<file path="config.mk">
export PLATFORM = sky130hd
export DESIGN_NAME = alu4_out_stage
export DESIGN_NICKNAME = d
export VERILOG_FILES = /design/src/rtl/alu4_out_stage.sv
export SDC_FILE = /design/constraint.sdc
export NUM_CORES = 1
export LEC_CHECK = 0
export BUFFER_PORTS_ARGS = -buffer_cell sky130_fd_sc_hd__buf_2
export CORE_MARGIN = 5
export CORE_UTILIZATION = 49
export CTS_BUF_LIST = sky130_fd_sc_hd__clkbuf_4
export DETAILED_ROUTE_END_ITERATION = 7
export GPL_ROUTABILITY_DRIVEN = 1
export PLACE_DENSITY = 0.78
export SLEW_MARGIN = 20
export SYNTH_ARGS = -nofsm -noshare
export SYNTH_HDL_FRONTEND = slang
export SYNTH_SLANG_ARGS = --single-unit
</file>
<file path="constraint.sdc">
create_clock -name clk -period 1.5 [get_ports clk]
set_clock_uncertainty 0.05 [all_clocks]
set_input_delay 0.375 -clock clk [delete_from_list [all_inputs] [get_ports clk]]
set_output_delay 0.375 -clock clk [all_outputs]
set_load 0.01 [all_outputs]
</file>
<file path="src/rtl/alu4_out_stage.sv">
// Registered output stage of the 4-bit ALU: derives N/Z/C/V at capture and
// buffers up to two results behind a valid/ready handshake.
module alu4_out_stage (
  input  logic       clk,
  input  logic       reset,
  input  logic       in_valid,
  output logic       in_ready,
  input  logic [3:0] y,
  input  logic [2:0] op,
  input  logic       c,
  input  logic       v,
  output logic       out_valid,
  input  logic       out_ready,
  output logic [3:0] out_y,
  output logic [2:0] out_op,
  output logic [3:0] out_flags,
  output logic [1:0] count
);

  typedef enum logic [1:0] {
    EMPTY = 2'd0,
    ONE   = 2'd1,
    FULL  = 2'd2
  } state_t;

  state_t      state;
  logic [10:0] mem [2];
  logic        head;
  logic        tail;
  logic        push;
  logic        pop;
  logic [3:0]  flags;

  // Logic ops (op[2] = 0) never produce a meaningful carry or overflow.
  assign flags = {y[3], (y == 4'b0000), op[2] & c, op[2] & v};

  // Handshake depends only on registered state, so no path from out_ready to in_ready.
  assign in_ready  = (state != FULL);
  assign out_valid = (state != EMPTY);
  assign count     = state;
  assign push      = in_valid && in_ready;
  assign pop       = out_valid && out_ready;

  assign {out_y, out_op, out_flags} = mem[head];

  always_ff @(posedge clk) begin
    if (reset) begin
      state <= EMPTY;
      head  <= 1'b0;
      tail  <= 1'b0;
      // NOTE: the storage is reset too, because out_* drive the head entry
      // directly and must read as zero after reset.
      mem[0] <= '0;
      mem[1] <= '0;
    end else begin
      if (push) begin
        mem[tail] <= {y, op, flags};
        tail      <= ~tail;
      end
      if (pop) begin
        head <= ~head;
      end
      case (state)
        EMPTY: if (push) state <= ONE;
        ONE: begin
          if (push && !pop)      state <= FULL;
          else if (pop && !push) state <= EMPTY;
        end
        FULL:    if (pop) state <= ONE;
        default: state <= EMPTY;
      endcase
    end
  end

endmodule

</file>
==> results.cfg <==
[run_status]
status = finished, violations left
violations = negative setup slack

[global_route]
grt_usage_pct = 12.9
grt.met1_usage_pct = 15.8
grt_pass1_wl_mm = 3.35
grtUsageMet3_pct = 1.97
gr-total-overflow = 0
grt_max_degree = 15
antenna_found_initial = 0
met2_usage_pct = 23.0
busiest_layer = met2
grt_pass1_vias = 738

[synth]
netlist.top_cell.by_area = edfxtp_1
yosys.cell_types.count = 27
synth_common_cells = 20 x edfxtp_1, 10 x mux2_2, 8 x and2_1, 8 x and2_2, 5 x dfxtp_1
synth_top_cells_by_area = edfxtp_1 52%, mux2_2 9.7%, dfxtp_1 8.7%
synthCells = 84
ys_seq_area_share_pct = 60.6
synth_area_per_cell_um2 = 13.8
synth-seq-cells = 25
yosys_warnings = 0
ys_async_sr_fraction_pct = 0
synth_most_common_cell = edfxtp_1
ys.flop_type = edfxtp_1
yosys.area.top_type_share_pct = 51.9
syn_area_um2 = 1160
syn-num-nets = 97
synth-edff-count = 20

[placement]
pre_cts_ws_ns = 0.0646
portBuffers = 27
hpwl_mm = 1.42
globalplace.congestion = 0.707

[detailed_routing]
postRouteAntennaNets = 0
vias = 760
firstDrtPassIters = 3
route.detailed.drc = 0
wl_per_cell_um = 14.1
vias_per_cell = 5.10
totalWireLength_mm = 2.10
drt_iter0_markers = 14

[final_layout]
area_growth_pct = 34.7
post-route-util_pct = 69.7
finalNetCount = 135
drive_above_1_share_pct = 58.7
num_antenna_cells = 0

[floorplan]
dieWidth_um = 58.6
die_y_um = 58.6
pin_count = 28
initial_core_util_pct = 51.8
die-area_um2 = 3430
coreArea_um2 = 2230
fp-row-count = 17

[clock_network]
insertion_delay_ns = 0.32
numCtsBuffers = 3
clkSlewWorstSetupHoldPaths_ns = 0.13
clock_sinks = 25
ctsHoldBuffers = 0
cts_root_buf = clkbuf_4
cts_tree = built
cts_buffer_depth = 2
h-tree-depth = 1

[worst_setup_path]
crit_family = flip-flops
endpoint_kind = output pin
worst_r2r_startpoint = tail
worst-setup-path-type = flop to output pin
r2r_cells = 3
worstPathArrival_ns = 1.29
worstPathBufferInverterCount = 2
required_ns = 1.07
path_max_fanout = 5
cp-start-kind = flop
crit_path_max_incr_delay_ns = 0.40
crit_chain = clkbuf_16 > mux2_4 > buf_6
slowest_stage = dfxtp_4
r2r-end = mem[1][3]
reg2reg_slack_ns = 0.14

[sta]
final-hold-violation-count = 0
worst_slack_ns = -0.214
fmaxAchievable_mhz = 583
worst_slew_pin_slew_ns = 0.343
rsz0062_at_grt = true
setup_violations = 12
slew_violations = 0
finalCritPeriodShare_pct = 114
fin_crit_ns = 1.71
slew_headroom_pct = 76.9

[pwr]
seqPwrFrac_pct = 56.4
switchingPower_uw = 363
vdd_drop_max_mv = 0.810
swShare_pct = 24.9
power.internal_uw = 1100
power_density_nw_per_um2 = 939
p_leak_uw = 0.000667
p_comb_share_pct = 22.6
clkPwrFrac_pct = 21.0

[flow_run]
drv_cap = 0

[min_path]
min_from = out_ready
hold_path_class = primary input to flop
hold-path-cell-count = 2
whs_endpoint = count[1]
how the worst max path moves through the flow:
| stage | from | end | slack, ns | depth (start not counted) |
|---|---|---|---|---|
| 3_5_place_dp | in_valid | mem[1][4] | 0.06 | 4 |
| 6_report | flop | out_flags[1] | -0.21 | 3 |
| 3_3_place_gp | in_valid | mem[1][4] | 0.1 | 4 |
| 4_1_cts | flop | out_flags[3] | -0.21 | 3 |
| 5_1_grt | flop | out_flags[1] | -0.26 | 3 |
| 2_1_floorplan | count[1] | mem[0][0] | 0.02 | 4 |
what timing repair did:
action | in CTS | in global routing
buffers inserted | 1 | 1
endpoints found under the setup margin | 13 | 16
cloned | 0 | 1
resized for setup | 14 | 14
through the flow:
| step | TNS [ns] | total power (uW) | cell area (um2) | hold slack, ns | instances |
|---|---|---|---|---|---|
| global route | -2.74 | 1540 | 1560 | 0.207 | 149 |
| detailed placement | 0 | 1070 | 1370 | 0.448 | 142 |
| global placement | 0 | 1070 | 1370 | 0.435 | 142 |
| finish | -2.19 | 1460 | 1560 | 0.212 | 149 |
| floorplan | 0 | 973 | 1160 | 0.404 | 84 |
| CTS | -2.17 | 1410 | 1470 | 0.214 | 147 |
layer usage:
metal	up-vias	routed length (um)
li1	373	-
met1	362	873
met2	21	1090
met3	4	98
met4	0	40
met5	-	0
cells by family after synthesis:
logic type | Yosys count | synth area share (%)
xor gates and xnor gates | 1 | 0.758
and+or+nand+nor | 34 | 22.1
muxes | 10 | 9.74
DFF | 25 | 60.6
buffers and inverters | 7 | 3.46
AOI/OAI and AO/OA | 7 | 3.36
flip-flops by register name, indices dropped and copies added (netlist names), named ones only:
name	count
tail	1
mem	20
count	2
head	1
cells in the final DEF (no fill, tap or decap), types with 3 or more instances in the layout:
cell type	instances
buf_4	7
and2_2	8
mux2_4	10
clkbuf_4	3
buf_2	15
buf_6	13
and3_1	3
edfxtp_1	20
a21oi_1	4
and2_1	8
final cells by class:
cell class                 count  area, um2
clock buffer                   3       22.5
clock inverter                 1       5.00
fill                         180        676
inverter                       3       11.3
multi-input combinational     52        458
sequential                    25        707
tap                           28       35.0
timing repair buffer          37        319
power groups by stage:
stage                     clock, uW  combinational [uW]  sequential [uW]
final                           307                 330              825
after detailed placement          0                 238              836
after global routing            352                 354              832
after CTS                       300                 287              821
after floorplan                   0                 142              831
after global placement            0                 234              833
Power figures use the tool's default switching activity.
